==> src/rtl/bn_normalize_pkg.sv <==
// Shared FP16 constants, state encodings and the floatAdd/floatMult cores used by the batch-norm stages.
// The cores are combinational; denormals flush to zero and results round to nearest-even.
package bn_normalize_pkg;

  localparam logic [15:0] FP16_HALF         = 16'h3800;
  localparam logic [15:0] FP16_THREE_HALVES = 16'h3E00;
  localparam logic [15:0] FP16_RSQRT_MAGIC  = 16'h59BB;
  localparam logic [15:0] BN_EPS_DEFAULT    = 16'h1400;
  localparam logic [15:0] FP16_QNAN         = 16'h7E00;

  typedef enum logic [2:0] {S_IDLE, S_EPS, S_SEED, S_NR, S_SCALE, S_NORM, S_DONE} bn_state_t;
  typedef enum logic [1:0] {P_IDLE, P_SEED, P_NR} rsqrt_phase_t;

  // m carries the significand with its leading one at bit 21; bits below 11 are round/sticky.
  function automatic logic [15:0] fp16_pack(input logic s, input logic signed [7:0] e,
                                            input logic [21:0] m);
    logic             rnd;
    logic [11:0]      rm;
    logic signed [7:0] en;
    rnd = m[10] & ((|m[9:0]) | m[11]);
    rm  = {1'b0, m[21:11]} + {11'd0, rnd};
    en  = rm[11] ? e + 8'sd1 : e;
    if (en >= 8'sd31) return {s, 5'h1F, 10'd0};
    if (en <= 8'sd0) return {s, 15'd0};
    return {s, en[4:0], rm[11] ? rm[10:1] : rm[9:0]};
  endfunction

  function automatic logic [15:0] fp16_mul(input logic [15:0] a, input logic [15:0] b);
    logic              s, a_nan, b_nan, a_inf, b_inf, a_zero, b_zero;
    logic [21:0]       p;
    logic signed [7:0] e;
    s      = a[15] ^ b[15];
    a_nan  = (a[14:10] == 5'h1F) && (a[9:0] != 10'd0);
    b_nan  = (b[14:10] == 5'h1F) && (b[9:0] != 10'd0);
    a_inf  = (a[14:10] == 5'h1F) && (a[9:0] == 10'd0);
    b_inf  = (b[14:10] == 5'h1F) && (b[9:0] == 10'd0);
    a_zero = (a[14:10] == 5'd0);
    b_zero = (b[14:10] == 5'd0);
    p = {11'd0, 1'b1, a[9:0]} * {11'd0, 1'b1, b[9:0]};
    e = $signed({3'b000, a[14:10]}) + $signed({3'b000, b[14:10]}) - 8'sd15;
    if (a_nan || b_nan || (a_inf && b_zero) || (b_inf && a_zero)) return FP16_QNAN;
    if (a_inf || b_inf) return {s, 5'h1F, 10'd0};
    if (a_zero || b_zero) return {s, 15'd0};
    if (p[21]) return fp16_pack(s, e + 8'sd1, p);
    return fp16_pack(s, e, {p[20:0], 1'b0});
  endfunction

  function automatic logic [15:0] fp16_add(input logic [15:0] a, input logic [15:0] b);
    logic              a_nan, b_nan, a_inf, b_inf;
    logic [15:0]       big, sml;
    logic [4:0]        d, lz;
    logic [22:0]       mb, ms, sum;
    logic signed [7:0] e;
    a_nan = (a[14:10] == 5'h1F) && (a[9:0] != 10'd0);
    b_nan = (b[14:10] == 5'h1F) && (b[9:0] != 10'd0);
    a_inf = (a[14:10] == 5'h1F) && (a[9:0] == 10'd0);
    b_inf = (b[14:10] == 5'h1F) && (b[9:0] == 10'd0);
    if (a[14:0] >= b[14:0]) begin
      big = a;
      sml = b;
    end else begin
      big = b;
      sml = a;
    end
    d  = big[14:10] - sml[14:10];
    mb = {2'b01, big[9:0], 11'd0};
    ms = {2'b01, sml[9:0], 11'd0} >> d;
    e  = $signed({3'b000, big[14:10]});
    lz = 5'd0;
    if (a_nan || b_nan || (a_inf && b_inf && (a[15] != b[15]))) return FP16_QNAN;
    if (a_inf) return a;
    if (b_inf) return b;
    if (a[14:10] == 5'd0) return (b[14:10] == 5'd0) ? {a[15] & b[15], 15'd0} : b;
    if (b[14:10] == 5'd0) return a;
    if (big[15] == sml[15]) begin
      sum = mb + ms;
      if (sum[22]) return fp16_pack(big[15], e + 8'sd1, {sum[22:2], sum[1] | sum[0]});
      return fp16_pack(big[15], e, sum[21:0]);
    end
    sum = mb - ms;
    if (sum == 23'd0) return 16'h0000;
    for (int i = 0; i < 22; i++) if (sum[i]) lz = 5'(21 - i);
    return fp16_pack(big[15], e - $signed({3'b000, lz}), sum[21:0] << lz);
  endfunction

endpackage

==> src/rtl/bn_rsqrt_nr.sv <==
// rsqrt(var+EPS): EPS add, magic-number seed, then NR_ITERS Newton-Raphson steps of 4 cycles each.
// done pulses on the cycle the final r update is written; start is taken only between runs.
module bn_rsqrt_nr
  import bn_normalize_pkg::*;
#(
  parameter int          NR_ITERS = 2,
  parameter logic [15:0] EPS      = BN_EPS_DEFAULT
) (
  input  logic        clk,
  input  logic        reset,
  input  logic        start,
  input  logic [15:0] var_in,
  output logic        done,
  output logic [15:0] r
);

  rsqrt_phase_t phase;
  logic [15:0]  v, h, t, r_q;
  logic [1:0]   sub, iter;
  logic [15:0]  mul_a, mul_b, mul_y, add_a, add_b, add_y;

  always_comb begin
    mul_a = r_q;
    mul_b = r_q;
    add_a = FP16_THREE_HALVES;
    add_b = {~t[15], t[14:0]};
    if (start) begin
      // a negative variance is treated as +0 so the result is rsqrt(EPS)
      add_a = var_in[15] ? 16'h0000 : var_in;
      add_b = EPS;
    end else if (phase == P_SEED) begin
      mul_a = v;
      mul_b = FP16_HALF;
    end else if (sub == 2'd1) begin
      mul_a = t;
      mul_b = h;
    end else if (sub == 2'd3) begin
      mul_b = t;
    end
    mul_y = fp16_mul(mul_a, mul_b);
    add_y = fp16_add(add_a, add_b);
    done  = (phase == P_NR) && (sub == 2'd3) && (iter == 2'(NR_ITERS - 1));
  end

  always_ff @(posedge clk) begin
    if (!reset) begin
      phase <= P_IDLE;
      v     <= 16'd0;
      h     <= 16'd0;
      t     <= 16'd0;
      r_q   <= 16'd0;
      sub   <= 2'd0;
      iter  <= 2'd0;
    end else if (start) begin
      v     <= add_y;
      phase <= P_SEED;
    end else begin
      case (phase)
        P_SEED: begin
          r_q   <= FP16_RSQRT_MAGIC - {1'b0, v[15:1]};
          h     <= mul_y;
          sub   <= 2'd0;
          iter  <= 2'd0;
          phase <= P_NR;
        end
        P_NR: begin
          case (sub)
            2'd2:    t   <= add_y;
            2'd3:    r_q <= mul_y;
            default: t   <= mul_y;
          endcase
          sub <= sub + 2'd1;
          if (done) phase <= P_IDLE;
          else if (sub == 2'd3) iter <= iter + 2'd1;
        end
        default: phase <= P_IDLE;
      endcase
    end
  end

  assign r = r_q;

endmodule

==> src/rtl/bn_normalize.sv <==
// Batch-norm output: y_i = gamma*(x_i-u)*rsqrt(var+EPS) + beta, lanes serialised one per cycle.
// Accept to out_valid is 4 + 4*NR_ITERS + size cycles; y/out_valid hold in DONE until out_ready.
module bn_normalize
  import bn_normalize_pkg::*;
#(
  parameter int          DATA_WIDTH = 16,
  parameter int          size       = 4,
  parameter logic [15:0] EPS        = BN_EPS_DEFAULT,
  parameter int          NR_ITERS   = 2
) (
  input  logic                       clk,
  input  logic                       reset,
  input  logic                       in_valid,
  output logic                       in_ready,
  input  logic [DATA_WIDTH*size-1:0] x,
  input  logic [DATA_WIDTH-1:0]      neg_mean,
  input  logic [DATA_WIDTH-1:0]      var_in,
  input  logic [DATA_WIDTH-1:0]      gamma,
  input  logic [DATA_WIDTH-1:0]      beta,
  output logic                       out_valid,
  input  logic                       out_ready,
  output logic [DATA_WIDTH*size-1:0] y
);

  localparam int LANE_W = (size > 1) ? $clog2(size) : 1;

  bn_state_t                 state, state_nx;
  logic [DATA_WIDTH*size-1:0] x_r, y_r;
  logic [DATA_WIDTH-1:0]     nm_r, var_r, gamma_r, beta_r, k_r;
  logic [LANE_W-1:0]         lane;
  logic                      accept, var_bad, rs_done;
  logic [15:0]               rs_r, x_lane, lane_sum, mul_a, mul_b, prod, y_lane;

  bn_rsqrt_nr #(.NR_ITERS(NR_ITERS), .EPS(EPS)) u_rsqrt (
    .clk    (clk),
    .reset  (reset),
    .start  (state == S_EPS),
    .var_in (var_r),
    .done   (rs_done),
    .r      (rs_r)
  );

  always_comb begin
    state_nx = state;
    in_ready = (state == S_IDLE) || ((state == S_DONE) && out_ready);
    accept   = in_valid && in_ready;
    case (state)
      S_IDLE:  if (accept) state_nx = S_EPS;
      S_EPS:   state_nx = S_SEED;
      S_SEED:  state_nx = S_NR;
      S_NR:    if (rs_done) state_nx = S_SCALE;
      S_SCALE: state_nx = S_NORM;
      S_NORM:  if (lane == LANE_W'(size - 1)) state_nx = S_DONE;
      S_DONE:  if (out_ready) state_nx = in_valid ? S_EPS : S_IDLE;
      default: state_nx = S_IDLE;
    endcase
  end

  // +Inf or +NaN variance has no meaningful scale; k is zeroed so every lane collapses to beta
  assign var_bad = (var_r[14:10] == 5'h1F) && !var_r[15];

  // The single multiplier serves gamma*r in SCALE and the per-lane product in NORM
  always_comb begin
    x_lane   = x_r[int'(lane)*DATA_WIDTH +: DATA_WIDTH];
    lane_sum = fp16_add(x_lane, nm_r);
    mul_a    = (state == S_SCALE) ? gamma_r : lane_sum;
    mul_b    = (state == S_SCALE) ? rs_r : k_r;
    prod     = fp16_mul(mul_a, mul_b);
    y_lane   = fp16_add(prod, beta_r);
  end

  always_ff @(posedge clk) begin
    if (!reset) begin
      state   <= S_IDLE;
      x_r     <= '0;
      y_r     <= '0;
      nm_r    <= '0;
      var_r   <= '0;
      gamma_r <= '0;
      beta_r  <= '0;
      k_r     <= '0;
      lane    <= '0;
    end else begin
      state <= state_nx;
      if (accept) begin
        x_r     <= x;
        nm_r    <= neg_mean;
        var_r   <= var_in;
        gamma_r <= gamma;
        beta_r  <= beta;
      end
      if (state == S_SCALE) begin
        k_r  <= var_bad ? 16'h0000 : prod;
        lane <= '0;
      end
      if (state == S_NORM) begin
        y_r[int'(lane)*DATA_WIDTH +: DATA_WIDTH] <= y_lane;
        lane <= lane + 1'b1;
      end
    end
  end

  assign out_valid = (state == S_DONE);
  assign y         = y_r;

endmodule

==> config.mk <==
export PLATFORM = sky130hd
export DESIGN_NAME = bn_normalize
export DESIGN_NICKNAME = d
export VERILOG_FILES = /design/src/rtl/bn_normalize_pkg.sv /design/src/rtl/bn_rsqrt_nr.sv /design/src/rtl/bn_normalize.sv
export SDC_FILE = /design/constraint.sdc
export NUM_CORES = 2
export LEC_CHECK = 0
export ABC_CLOCK_PERIOD_IN_PS = 30500
export BUFFER_PORTS_ARGS = -buffer_cell sky130_fd_sc_hd__buf_2
export CORE_MARGIN = 3
export CORE_UTILIZATION = 45
export CTS_CLUSTER_SIZE = 14
export DETAILED_ROUTE_END_ITERATION = 6
export SYNTH_ARGS = -nofsm -noshare
export SYNTH_HDL_FRONTEND = slang
export SYNTH_HIERARCHICAL = 1
export SYNTH_SLANG_ARGS = --single-unit
export TNS_END_PERCENT = 5
==> constraint.sdc <==
create_clock -name clk -period 30.5 [get_ports clk]
set_input_delay 9.15 -clock clk [delete_from_list [all_inputs] [get_ports clk]]
set_output_delay 9.15 -clock clk [all_outputs]
set_load 0.01 [all_outputs]
==> run summary <==
CP Class: reg -> reg
#FFs+latches synth: 283
Reg-to-Reg Start: lane[0]$_SDFFE_PN0P_
Setup Skew: 49.8 ps
Logic pwr share: 84.0%
Synth Instances: 6,665
Final #Nets: 7,337
Initial antenna violation count: 11
H-tree Lvls: 2
Sw Share: 59.1%
Yosys cell types: 161
Yosys top cell area share: 11.7%
Design area: 0.0522 mm^2
Synthesis Warnings: 6
# fillers: 10,700
Total power: 5.42 mW
Fraction of registers with async set/reset: 0%
Max-cap violations: 0
Cell Area, Synth: 0.0483 mm^2
Port bufs: 197
Sw Pwr: 3.20 mW
Clock buffer depth: 3
Most frequent cells after synthesis: nand2_1 (911), nor2_1 (613), inv_1 (434)
Most frequent cell after synthesis: nand2_1
Share of layout cells above drive strength 1: 11.9%
Vias/cell: 6.47
Rel. slew slack: 21.3%
Area grow syn2layout: 7.94%
PwrDens: 104 mW/mm^2
Tcrit/Tclk final: 94.7%
Die X: 334 um
Post-synth EDFFs: 0
Area of the core: 0.106 mm^2
Total congestion overflow: 0
Worst Hold Class: reg -> reg
Critical path arrival: 29,400 ps
Sink Count: 283
Final Setup Violations: 0
CP max-delay cell: mux4_2
Clk slew on worst S/H paths: 60 ps
Most common cell on crit path: ha_1
Drt first pass iters: 7
Syn_area_per_cell: 7.25 um^2
Via count: 52,700
Post-DR wirelength/cell: 24.2 um
Area after DPL: 0.0504 mm^2
Setup WS post-layout: 1620 ps
Maximum clock rate: 34.6 MHz
Root Buffer: clkbuf_16
CTS tree: done
Dominant cell type by area after synthesis: dfxtp_1
Final Core Density: 49.3%
Die height: 334 um
R2r setup slk: 1620 ps
Starting density of the core: 45.6%
Die area: 0.111 mm^2
1st-iter DRT viols: 6,733
Hold Violations, Final: 0
Tmin final: 28,880 ps
Clk network pwr share: 8.4%
Main area contributors after synthesis: dfxtp_1 (12%), ha_1 (7.9%), nand2_1 (7.1%), fa_1 (7.0%), nor2_1 (4.8%)
DRC viols: 0
Hold slack: 465 ps
Seq/Total Area, Yosys: 11.7%
Slowest cell delay on critical path: 630 ps
Vias in the first global route: 49,000
Crit path max fanout: 23
Post-DP HPWL: 157,000 um
Hold path start: k_r[6]$_SDFFE_PN0P_
All-Layer GR Usage: 33.7%
Placement Setup Slack: -402 ps
Startpoint types: flip-flop
Syn Nets: 7,272
Critical Path RT: 31,020 ps
Cell Rows: 119
Routability cong.: 1.09
Ports: 198
Flop pwr share: 7.6%
Tightest Pin Transition: 1170 ps
Maximum vdd drop: 0.0989 mV
Largest net degree at the start of global routing: 139
Worst-Skew Late Latency: 630 ps
Post-Route WL: 197,000 um
CP Capture Type: flip-flop
Total clock buffers created by CTS: 38
P_leak: 21.8 nW
Final ANT Viol Nets: 0
Global-route wire length before repair: 298,000 um
Crit path from: lane[0]$_SDFFE_PN0P_
Ys flop type: dfxtp_1
Status: finished clean
Power Internal: 2.22 mW
Max-slew violation count: 0
==> what timing repair did <==
action	in CTS	in global routing
hold endpoints to repair	0	0
gates cloned	0	0
pin swaps	0	7
resized for setup	6	70
hold buffers	0	0
endpoints found under the setup margin	40	64
setup buffers	0	19
==> kinds of logic after synthesis <==
| logic type | synth area share [%] |
|---|---|
| adders and majority gates | 14.9 |
| buffers and inverters | 7.39 |
| and+or+nand+nor | 26.2 |
| muxes | 4.06 |
| xor gates and xnor gates | 5.30 |
| AOI/OAI and AO/OA | 30.4 |
| DFF | 11.7 |
==> stage by stage <==
step | std cells | setup TNS [ps]
3_3_place_gp | 8062 | -15.6
5_1_grt | 8149 | -729
6_report | 8152 | 0
3_5_place_dp | 8062 | -8170
2_1_floorplan | 6665 | 0
4_1_cts | 8128 | 0
==> power by group through the flow <==
stage	logic (mW)	registers, mW	clock network [mW]
after global placement	4.32	0.418	0
after detailed placement	4.27	0.419	0
after CTS	4.31	0.411	0.465
after global routing	4.85	0.413	0.476
after floorplan	3.13	0.405	0
final	4.55	0.412	0.458
==> path summary, 6_finish.rpt <==
path         depth (start not counted)             endpoint
min reg2reg                          2  k_r[6]$_SDFFE_PN0P_
max reg2reg                        112   y[21]$_SDFFE_PN0P_
max                                112   y[21]$_SDFFE_PN0P_
min                                  2  k_r[6]$_SDFFE_PN0P_
==> worst max-delay path: cells and delay by family, from the launching register on <==
kind | cells | cell delay, ps
compound gates | 45 | 10090
xor+xnor | 1 | 320
fa+ha+maj | 12 | 4740
buf+inv | 13 | 2090
flops | 1 | 460
mux | 4 | 1740
simple gates | 37 | 9270
==> final cells by class <==
class	instances	area, um^2	area share, %
clock inverter	16	179	0.343
inverter	451	1700	3.26
clock buffer	50	1050	2.01
sequential	283	5670	10.9
multi-input combinational	5578	39500	75.6
antenna	5	12.5	0.0240
timing repair buffer	378	2350	4.51
tap	1391	1740	3.34
==> cell usage in the layout, fill, tap and decap left out, drive strengths merged, types with 71 or more instances in the layout <==
master,netlist,layout
nand2,917,917
nor3,186,186
nor2,621,621
ha,307,307
nor4,75,75
nor2b,71,71
and2,96,96
dfxtp,283,283
inv,442,447
a31oi,102,102
mux2i,96,96
nand4,76,76
fa,168,168
a21oi,404,404
xor2,91,91
o21ai,392,392
xnor2,197,197
buf,137,378
and3,74,74
a211oi,97,97
a21boi,195,195
nand3,189,189
a21o,79,79
==> per-layer routing <==
| layer | GRT usage, % | share of wire (%) | vias up |
|---|---|---|---|
| met1 | 47.0 | 43 | 25200 |
| met3 | 6.11 | 9.4 | 399 |
| met5 | 0 | 0 | - |
| met2 | 52.8 | 44 | 2759 |
| met4 | 10.4 | 3.4 | 0 |
| li1 | - | - | 24300 |
No activity file was read; power rests on OpenSTA's default activity.
